===== config.mk =====
export PLATFORM = sky130hd
export DESIGN_NAME = issue_select_wakeup_flat
export DESIGN_NICKNAME = d
export VERILOG_FILES = /design/src/rtl/issue_select_wakeup_if.sv /design/src/rtl/issue_select_wakeup.sv /design/src/flat_wrapper.sv
export SDC_FILE = /design/constraint.sdc
export NUM_CORES = 1
export LEC_CHECK = 0
export CORE_MARGIN = 3
export CORE_UTILIZATION = 38
export DETAILED_ROUTE_END_ITERATION = 8
export PLACE_DENSITY = 0.77
export SLEW_MARGIN = 30
export SYNTH_ARGS = -nofsm -noshare
export SYNTH_HDL_FRONTEND = slang
export SYNTH_SLANG_ARGS = --single-unit

===== constraint.sdc =====
create_clock -name clk -period 2.77 [get_ports clk]
set_clock_uncertainty 0.1 [all_clocks]
set_input_delay 0.554 -clock clk [delete_from_list [all_inputs] [get_ports clk]]
set_output_delay 0.554 -clock clk [all_outputs]
set_load 0.1 [all_outputs]

===== src/rtl/issue_select_wakeup_if.sv =====
// Slot-side bundle between the issue slots and the select/wakeup block.
// The slave side is the selector. The master side is the slots and FU control.
interface issue_select_wakeup_if #(
  parameter int NUM_SLOTS = 8,
  parameter int PREG_W    = 7
);
  localparam int IDX_W = $clog2(NUM_SLOTS);

  logic [NUM_SLOTS-1:0]        io_slot_request;
  logic [NUM_SLOTS*PREG_W-1:0] io_slot_pdst;
  logic [NUM_SLOTS-1:0]        io_slot_ldst_val;
  logic [NUM_SLOTS*3-1:0]      io_slot_lat;
  logic                        io_fu_ready;
  logic                        io_kill;
  logic [NUM_SLOTS-1:0]        io_slot_grant;
  logic                        io_iss_valid;
  logic [IDX_W-1:0]            io_iss_slot_idx;
  logic                        io_wakeup_ports_0_valid;
  logic [PREG_W-1:0]           io_wakeup_ports_0_bits_pdst;
  logic                        io_wakeup_ports_1_valid;
  logic [PREG_W-1:0]           io_wakeup_ports_1_bits_pdst;

  modport master (
    output io_slot_request, io_slot_pdst, io_slot_ldst_val, io_slot_lat,
           io_fu_ready, io_kill,
    input  io_slot_grant, io_iss_valid, io_iss_slot_idx,
           io_wakeup_ports_0_valid, io_wakeup_ports_0_bits_pdst,
           io_wakeup_ports_1_valid, io_wakeup_ports_1_bits_pdst
  );

  modport slave (
    input  io_slot_request, io_slot_pdst, io_slot_ldst_val, io_slot_lat,
           io_fu_ready, io_kill,
    output io_slot_grant, io_iss_valid, io_iss_slot_idx,
           io_wakeup_ports_0_valid, io_wakeup_ports_0_bits_pdst,
           io_wakeup_ports_1_valid, io_wakeup_ports_1_bits_pdst
  );
endinterface


===== src/rtl/issue_select_wakeup.sv =====
// Lowest-index issue select with latency-timed wakeup broadcast.
// Port 0 carries single-cycle wakeups. Port 1 is fed by a writeback reservation pipe.
module issue_select_wakeup_elig #(
  parameter int MAX_LAT = 4
) (
  input  logic                 req_i,
  input  logic                 ldst_i,
  input  logic [2:0]           lat_i,
  input  logic [MAX_LAT+1:3]   pv_i,
  output logic                 elig_o,
  output logic [2:0]           lat_o
);
  logic busy;

  always_comb begin
    lat_o = lat_i;
    if (lat_i == 3'd0)             lat_o = 3'd1;
    else if (int'(lat_i) > MAX_LAT) lat_o = 3'(MAX_LAT);
    // pipe[L+1] shifts into pipe[L] this edge, so it must be free to insert at L
    busy = 1'b0;
    for (int k = 2; k <= MAX_LAT; k++)
      if (int'(lat_o) == k) busy = pv_i[k+1];
    elig_o = req_i & (~ldst_i | ~busy);
  end
endmodule

module issue_select_wakeup #(
  parameter int NUM_SLOTS = 8,
  parameter int PREG_W    = 7,
  parameter int MAX_LAT   = 4
) (
  input  logic                  clk,
  input  logic                  reset,
  issue_select_wakeup_if.slave  io
);
  localparam int IDX_W = $clog2(NUM_SLOTS);

  logic [MAX_LAT:1]              pv_q, pv_d;
  logic [MAX_LAT:1][PREG_W-1:0]  pp_q, pp_d;
  logic [MAX_LAT+1:3]            pv_hi;
  logic [NUM_SLOTS-1:0]          elig;
  logic [NUM_SLOTS-1:0][2:0]     lat_c;

  logic                 iss_v_q, iss_v_d;
  logic [IDX_W-1:0]     iss_idx_q, iss_idx_d;
  logic                 p0v_q, p0v_d;
  logic [PREG_W-1:0]    p0pdst_q, p0pdst_d;

  logic [NUM_SLOTS-1:0] gnt;
  logic                 found;
  logic [IDX_W-1:0]     sel_idx;
  logic [2:0]           sel_lat;
  logic [PREG_W-1:0]    sel_pdst;
  logic                 sel_ldst;

  for (genvar k = 3; k <= MAX_LAT + 1; k++) begin : g_hi
    if (k <= MAX_LAT) begin : g_v
      assign pv_hi[k] = pv_q[k];
    end else begin : g_e
      assign pv_hi[k] = 1'b0;
    end
  end

  for (genvar i = 0; i < NUM_SLOTS; i++) begin : g_slot
    issue_select_wakeup_elig #(.MAX_LAT(MAX_LAT)) u_elig (
      .req_i  (io.io_slot_request[i]),
      .ldst_i (io.io_slot_ldst_val[i]),
      .lat_i  (io.io_slot_lat[i*3 +: 3]),
      .pv_i   (pv_hi),
      .elig_o (elig[i]),
      .lat_o  (lat_c[i])
    );
  end

  always_comb begin
    gnt      = '0;
    found    = 1'b0;
    sel_idx  = '0;
    sel_lat  = 3'd1;
    sel_pdst = '0;
    sel_ldst = 1'b0;
    if (reset && io.io_fu_ready && !io.io_kill) begin
      for (int i = 0; i < NUM_SLOTS; i++) begin
        if (elig[i] && !found) begin
          found    = 1'b1;
          gnt[i]   = 1'b1;
          sel_idx  = IDX_W'(i);
          sel_lat  = lat_c[i];
          sel_pdst = io.io_slot_pdst[i*PREG_W +: PREG_W];
          sel_ldst = io.io_slot_ldst_val[i];
        end
      end
    end
  end

  always_comb begin
    pv_d = '0;
    pp_d = '0;
    for (int k = 1; k < MAX_LAT; k++) begin
      pv_d[k] = pv_q[k+1];
      pp_d[k] = pp_q[k+1];
    end
    if (found && sel_ldst) begin
      for (int k = 2; k <= MAX_LAT; k++) begin
        if (int'(sel_lat) == k) begin
          pv_d[k] = 1'b1;
          pp_d[k] = sel_pdst;
        end
      end
    end
    if (io.io_kill) begin
      pv_d = '0;
      pp_d = '0;
    end
    // kill already suppresses the grant, so these fall to zero on their own
    iss_v_d   = found;
    iss_idx_d = sel_idx;
    p0v_d     = found && sel_ldst && (sel_lat == 3'd1);
    p0pdst_d  = p0v_d ? sel_pdst : '0;
  end

  always_ff @(posedge clk or negedge reset) begin
    if (!reset) begin
      pv_q      <= '0;
      pp_q      <= '0;
      iss_v_q   <= 1'b0;
      iss_idx_q <= '0;
      p0v_q     <= 1'b0;
      p0pdst_q  <= '0;
    end else begin
      pv_q      <= pv_d;
      pp_q      <= pp_d;
      iss_v_q   <= iss_v_d;
      iss_idx_q <= iss_idx_d;
      p0v_q     <= p0v_d;
      p0pdst_q  <= p0pdst_d;
    end
  end

  assign io.io_slot_grant               = gnt;
  assign io.io_iss_valid                = iss_v_q;
  assign io.io_iss_slot_idx             = iss_idx_q;
  assign io.io_wakeup_ports_0_valid     = p0v_q;
  assign io.io_wakeup_ports_0_bits_pdst = p0pdst_q;
  assign io.io_wakeup_ports_1_valid     = pv_q[1];
  assign io.io_wakeup_ports_1_bits_pdst = pv_q[1] ? pp_q[1] : '0;
endmodule


===== src/flat_wrapper.sv =====
// flat-port wrapper written by rule: the top's interface ports become plain ports
module issue_select_wakeup_flat 
#(
  parameter int NUM_SLOTS = 8,
  parameter int PREG_W    = 7,
  parameter int MAX_LAT   = 4
)
  (clk, reset, io_io_slot_request, io_io_slot_pdst, io_io_slot_ldst_val, io_io_slot_lat, io_io_fu_ready, io_io_kill, io_io_slot_grant, io_io_iss_valid, io_io_iss_slot_idx, io_io_wakeup_ports_0_valid, io_io_wakeup_ports_0_bits_pdst, io_io_wakeup_ports_1_valid, io_io_wakeup_ports_1_bits_pdst);
  issue_select_wakeup_if #(.NUM_SLOTS(NUM_SLOTS), .PREG_W(PREG_W)) io_i ();
  input  logic clk;
  input  logic reset;
  input wire logic [$bits(io_i.io_slot_request)-1:0] io_io_slot_request;
  input wire logic [$bits(io_i.io_slot_pdst)-1:0] io_io_slot_pdst;
  input wire logic [$bits(io_i.io_slot_ldst_val)-1:0] io_io_slot_ldst_val;
  input wire logic [$bits(io_i.io_slot_lat)-1:0] io_io_slot_lat;
  input wire logic [$bits(io_i.io_fu_ready)-1:0] io_io_fu_ready;
  input wire logic [$bits(io_i.io_kill)-1:0] io_io_kill;
  output wire logic [$bits(io_i.io_slot_grant)-1:0] io_io_slot_grant;
  output wire logic [$bits(io_i.io_iss_valid)-1:0] io_io_iss_valid;
  output wire logic [$bits(io_i.io_iss_slot_idx)-1:0] io_io_iss_slot_idx;
  output wire logic [$bits(io_i.io_wakeup_ports_0_valid)-1:0] io_io_wakeup_ports_0_valid;
  output wire logic [$bits(io_i.io_wakeup_ports_0_bits_pdst)-1:0] io_io_wakeup_ports_0_bits_pdst;
  output wire logic [$bits(io_i.io_wakeup_ports_1_valid)-1:0] io_io_wakeup_ports_1_valid;
  output wire logic [$bits(io_i.io_wakeup_ports_1_bits_pdst)-1:0] io_io_wakeup_ports_1_bits_pdst;
  assign io_i.io_slot_request = io_io_slot_request;
  assign io_i.io_slot_pdst = io_io_slot_pdst;
  assign io_i.io_slot_ldst_val = io_io_slot_ldst_val;
  assign io_i.io_slot_lat = io_io_slot_lat;
  assign io_i.io_fu_ready = io_io_fu_ready;
  assign io_i.io_kill = io_io_kill;
  assign io_io_slot_grant = io_i.io_slot_grant;
  assign io_io_iss_valid = io_i.io_iss_valid;
  assign io_io_iss_slot_idx = io_i.io_iss_slot_idx;
  assign io_io_wakeup_ports_0_valid = io_i.io_wakeup_ports_0_valid;
  assign io_io_wakeup_ports_0_bits_pdst = io_i.io_wakeup_ports_0_bits_pdst;
  assign io_io_wakeup_ports_1_valid = io_i.io_wakeup_ports_1_valid;
  assign io_io_wakeup_ports_1_bits_pdst = io_i.io_wakeup_ports_1_bits_pdst;
  issue_select_wakeup #(.NUM_SLOTS(NUM_SLOTS), .PREG_W(PREG_W), .MAX_LAT(MAX_LAT)) u_core (.clk(clk), .reset(reset), .io(io_i));
endmodule

==> results of run 1 <==
==> layer usage <==
layer	vias up	GRT usage (%)	share of wire, %
met1	1791	31.6	36
li1	1648	-	-
met5	-	0	0
met2	305	49.7	50
met3	81	6.26	9.2
met4	0	10.5	5.6
==> metrics by stage <==
stage               std cells  TNS (ps)  utilization (%)  cell area, µm²
CTS                       646      -257             75.4            5500
global route              658     -5360             78.7            5740
global placement          606    -15830             67.9            4950
finish                    658     -3310             78.7            5740
detailed placement        606    -17360             67.9            4950
floorplan                 303     -1940                -            2930
==> power by group <==
part	internal [mW]	switching, mW	total (mW)
logic	0.285	0.243	0.528
clock network	0.295	0.218	0.513
registers	0.644	0.00203	0.646
==> synthesized netlist by cell type (2+ instances only) <==
master | number | share of area [%]
o221ai_1 | 7 | 2.1
o21ai_0 | 9 | 1.6
nor2_2 | 8 | 1.7
nand2b_1 | 16 | 3.5
a31oi_1 | 3 | 0.65
buf_4 | 2 | 0.52
mux2i_1 | 21 | 7.3
a21boi_0 | 5 | 1.3
a211oi_1 | 3 | 0.79
o21ai_2 | 3 | 0.92
o21a_1 | 6 | 1.6
a311oi_1 | 2 | 0.61
nor2_1 | 25 | 3.3
o211ai_1 | 4 | 1.0
nand2_1 | 13 | 1.7
o31ai_1 | 2 | 0.52
a21oi_1 | 11 | 1.9
nand3_1 | 5 | 0.87
clkbuf_1 | 5 | 0.65
a222oi_1 | 8 | 2.8
dfrtp_1 | 44 | 38
buf_2 | 2 | 0.35
inv_1 | 13 | 1.7
a31o_2 | 6 | 1.8
nor3_1 | 9 | 1.6
and2_1 | 8 | 1.7
nor4_1 | 3 | 0.65
nand3b_1 | 8 | 2.1
buf_6 | 3 | 1.2
nor2b_1 | 16 | 3.5
==> worst max-delay path by stage <==
stage	from	end	slack, ps	cells past startpoint
CTS	io_io_slot_ldst_val[5]	u_core.io.io_wakeup_ports_0_bits_pdst[3]	-40	11
finish	u_core.pv_q[4]	io_io_slot_grant[6]	-180	9
floorplan	io_io_slot_lat[8]	io_io_slot_grant[4]	-420	4
global placement	io_io_slot_lat[18]	u_core.io.io_wakeup_ports_0_bits_pdst[3]	-570	10
detailed placement	io_io_slot_lat[0]	u_core.io.io_wakeup_ports_0_bits_pdst[2]	-590	10
global route	io_io_slot_lat[16]	u_core.pp_q[11]	-230	11
==> registers in the layout, indices dropped and copies added, names as in the netlist <==
signal and count:
u_core.io.io_iss_slot_idx 3, u_core.pp_q 28, u_core.pv_q 4, u_core.io.io_wakeup_ports_0_bits_pdst 7
u_core.io.io_iss_valid 1, u_core.io.io_wakeup_ports_0_valid 1
==> critical path, cell delays in order, from the launching register on <==
cell     delay [ps]
dfrtp_2         460
buf_6           130
mux2i_4          60
o21a_2          250
buf_6           130
nor4_4          350
buf_4           230
nand3_4          90
nor2_4          120
buf_12          180
==> area by class of cell <==
| type | count | area, µm² |
|---|---|---|
| Sequential cell | 44 | 1100 |
| Timing Repair Buffer | 260 | 2370 |
| Tap cell | 99 | 124 |
| Fill cell | 461 | 1550 |
| Multi-Input combinational cell | 234 | 1970 |
| Clock buffer | 6 | 82.6 |
| Clock inverter | 2 | 38.8 |
| Inverter | 13 | 48.8 |
==> repair_timing <==
action	in CTS	in global routing
setup endpoints to repair	33	39
hold buffers	0	0
buffers inserted	32	16
pin swaps	31	32
resized for setup	100	39
==> cell families after synthesis <==
| family | after synthesis | synth area share [%] |
|---|---|---|
| flops | 44 | 38.4 |
| simple gates | 122 | 24.3 |
| compound gates | 89 | 24.7 |
| buf+inv | 25 | 4.41 |
| mux | 23 | 8.20 |
==> impl_metrics.tcl, run 1 <==
set metrics [dict create \
    status "finished with violations" \
    violations "setup timing" \
    num-nets-final 658 \
    arrival_ps 2300 \
    htreeDepth 2 \
    post-place-ws_ps -593 \
    cts_sinks 44 \
    vias 3825 \
    firstDrtPassIters 5 \
    period_needed_ps 2950 \
    synth_edf_count 0 \
    vias_per_cell 5.81 \
    synthArstFlopShare_pct 100 \
    avgRoutedWirePerCell_um 20.0 \
    relSlewSlack_pct 65.6 \
    p_leak_nw 2.53 \
    syn-num-nets 403 \
    remaining_drc_errors 0 \
    numCtsBuffers 5 \
    setup_viol 28 \
    most-common-layout-cells "buf_4 (126), clkdlybuf4s50_1 (68), dfrtp_1 (42)" \
    p_per_area_mw_per_mm2 294 \
    whs_ps 235 \
    period_share_pct 107 \
    antenna_cells 0 \
    post-dp-hpwl_um 8630 \
    dr.first_iter.drc_count 287 \
    reg2reg_slack_ps -130 \
    io_pins 128 \
    clk_pin_slew_ps 80 \
    cts_buffer_depth 2 \
    grt_pass1_vias 3814 \
    hold_class "in2async" \
    drt-total-wl_um 13200 \
    critPathMaxFanout 5 \
    maxSlewViolCount 0 \
    max_freq_ghz 0.339 \
    syn_area_per_cell_um2 9.46 \
    reg2reg_from "u_core.pv_q[4]" \
    grt_pass1_wl_um 18800 \
    yosysSeqAreaShare_pct 38.4 \
    grt_start_max_net_pins 45 \
    antenna_found_initial 0 \
    power.total_mw 1.69 \
    peakVddDrop_uv 173 \
    synth_flop_cell "dfrtp_1" \
    endpoint_kind "output port" \
    ant_nets 0 \
    dieArea_mm2 0.00862 \
    clk_latency_ps 300 \
    tightest_slew_ps 516 \
    synth-seq-cells 44 \
    cts_tree "built" \
    grt_use_total_pct 27.6 \
    overflow 0 \
    synth.cell_area_mm2 0.00287 \
    final_layout_size_suffix_gt1_share_pct 44.0 \
    syn_inst 303 \
    worst_slack_ps -184 \
    rr_endpoint "u_core.io.io_wakeup_ports_0_bits_pdst[0]" \
    die_width_um 92.9 \
    io_buffers 127 \
    path_class "reg2out" \
    startpoint_type "flip-flop" \
    start_util_pct 39.3 \
    synthDistinctLibCells 63 \
    fp.coreArea_mm2 0.00729 \
    die_h_um 92.9 \
    cp.required_ps 2120 \
    final_common_cell "buf_4" \
    row_count 31 \
    cap_viol_max_count 0 \
    clock-root-buffer "clkbuf_8" \
    rsz0062_at_grt "true" \
    final-hold-violation-count 0 \
    synth_warnings 0 \
    routabilityCongestion 0.933 \
    reg2regPathDepth 11 \
    area_delta_synth_final_pct 100 \
]
Note: power is estimated with default switching activity, not from simulation.
==> inputs of run 2 (changes only) <==
Settings changed: SKIP_LAST_GASP set to 1.
==> results of run 2 <==
No change in the layout: final DEF, timing and power equal those of run 1.
Main changes from that run: via count of the first global-routing pass 3814 -> 3811; met1 usage 31.6% -> 31.7%
==> inputs of run 3 (changes only) <==
==> constraint.sdc (replaced) <==
create_clock -name clk -period 2.77 [get_ports clk]
set_clock_uncertainty 0.1 [all_clocks]
set_input_delay 0.831 -clock clk [delete_from_list [all_inputs] [get_ports clk]]
set_output_delay 0.831 -clock clk [all_outputs]
set_load 0.1 [all_outputs]
==> run 3 against run 2 <==
The run still ends with setup timing left. Hold slack gained 130 ps. Register-to-register slack worse by 120 ps. Highest routed layer unchanged. Core utilization up 4.0 points. Largest power group unchanged. Power increased by 2.3%. Global-route usage is 1.5 points higher.
==> impl_metrics.tcl, run 3 (synthesis results as in run 1) <==
set metrics [dict create \
    ant_nets 0 \
    period_needed_ps 3290 \
    clock-root-buffer "clkbuf_8" \
    remaining_drc_errors 0 \
    cp_slowest_stage_delay_ps 410 \
    endpoint_kind "output port" \
    overflow 0 \
    cp.required_ps 1840 \
    final_common_cell "buf_4" \
    fp.coreArea_mm2 0.00729 \
    vias_per_cell 5.58 \
    io_pins 128 \
    vias 3739 \
    antenna_cells 0 \
    maxSlewViolCount 0 \
    most-common-layout-cells "buf_4 (127), clkdlybuf4s50_1 (57), dfrtp_1 (42)" \
    tightest_slew_ps 520 \
    dieArea_mm2 0.00862 \
    whs_path_depth 1 \
    clk_latency_ps 300 \
    crit_start "io_io_slot_lat[5]" \
    max_freq_ghz 0.304 \
    area_delta_synth_final_pct 110 \
    critPathMaxFanout 5 \
    status "finished with violations" \
    dp.cells 611 \
    die_width_um 92.9 \
    path_class "in2out" \
    whs_ps 364 \
    routabilityCongestion 0.932 \
    cts_tree "built" \
    final-hold-violation-count 0 \
    cts_sinks 44 \
    crit_top_cell "buf_6" \
    hp-start "u_core.pp_q[13]" \
    startpoint_type "input port" \
    numCtsBuffers 5 \
    grt_use_total_pct 29.1 \
    grt_start_max_net_pins 45 \
    io_buffers 127 \
    multi_input_area_mm2 0.00214 \
    grt_pass1_vias 3903 \
    cts_buffer_depth 2 \
    cpMaxStageDelayCell "nor4_4" \
    cts_hold_buf 0 \
    violations "setup timing" \
    period_share_pct 119 \
    arrival_ps 2360 \
    peakVddDrop_uv 207 \
    clk_pin_slew_ps 90 \
    register_area_mm2 0.00110 \
    cap_viol_max_count 0 \
    num-nets-final 670 \
    p_per_area_mw_per_mm2 286 \
    start_util_pct 39.3 \
    rsz0062_at_grt "true" \
    antenna_found_initial 0 \
    p_leak_nw 2.63 \
    grt_pass1_wl_um 19500 \
    final_layout_size_suffix_gt1_share_pct 49.2 \
    final_cell_count_no_fill 670 \
    reg2reg_from "u_core.pv_q[4]" \
    avgRoutedWirePerCell_um 20.2 \
    reg2regPathDepth 11 \
    hold_class "reg2reg" \
    post-dp-hpwl_um 8770 \
    worst_slack_ps -519 \
    drt-total-wl_um 13500 \
    largest_register_ffs 28 \
    htreeDepth 2 \
    setup_viol 40 \
    row_count 31 \
    dr.first_iter.drc_count 248 \
    top_register "u_core.pp_q" \
    die_h_um 92.9 \
    nFillCells 412 \
    worstPathCellList "buf_6, nand3b_1, o21a_2, nor4_4, buf_6, nand3_4, nor2_4, buf_12" \
    firstDrtPassIters 5 \
    relSlewSlack_pct 65.3 \
]
## run 3: cell types whose count changed in the layout (fill, tap and decap cells not counted), moves of 3 or more
cell / before / now
clkdlybuf4s50_1: 68 / 57
nor3_2: 0 / 3
nor2_4: 6 / 9
buf_2: 5 / 12
clkbuf_2: 3 / 0
nor3_1: 7 / 4
mux2i_2: 4 / 1
buf_6: 23 / 38
mux2i_1: 14 / 18
dlygate4sd2_1: 18 / 22
## run 3: through the flow
step           setup WS [ps]  cell area [µm²]  power [mW]  util [%]  setup TNS (ps)
2_1_floorplan           -743             3010       0.817         -          -10250
3_3_place_gp            -860             5020        1.10      68.9          -32050
3_5_place_dp            -963             5020        1.11      68.9          -34910
4_1_cts                 -403             5740        1.67      78.7           -8050
5_1_grt                 -540             6030        1.78      82.7          -14050
6_report                -519             6030        1.73      82.7          -12150
## run 3: layout make-up
cell class / count / area share [%]
Clock buffer: 5 / 1.14
Sequential cell: 44 / 18.3
Multi-Input combinational cell: 234 / 35.5
Timing Repair Buffer: 272 / 41.4
Tap cell: 99 / 2.05
Clock inverter: 3 / 0.768
Inverter: 13 / 0.809
## run 3: final timing paths
check | end | slack, ps
worst max-delay path | io_io_slot_grant[6] | -520
worst min-delay path | u_core.pp_q[6] | 360
worst max register to register | u_core.pp_q[16] | -250
worst min register to register | u_core.pp_q[6] | 360
max in group asynchronous | u_core.pv_q[4] | 1690
min in group asynchronous | u_core.pp_q[7] | 500
## run 3: repair_timing
item,CTS,global route
buffers inserted,40,17
pin swaps,59,33
endpoints found under the setup margin,42,41
cloned,0,0
gates resized for setup,177,43
## run 3: metal layers
metal | GRT usage [%] | vias up | wire length (µm)
met2 | 49.6 | 206 | 6750
met5 | 0 | - | 0
met3 | 7.07 | 52 | 1140
met1 | 34.9 | 1813 | 5010
li1 | - | 1668 | -
met4 | 12.3 | 0 | 613
## run 3: where the power goes
part	internal, mW	switching [mW]
clock	0.271	0.229
combinational	0.315	0.263
sequential	0.644	0.00301
## run 3: critical path: cells and delay by family
family	cells	cell delay (ps)
simple gates	4	790
compound gates	1	270
buf+inv	3	460
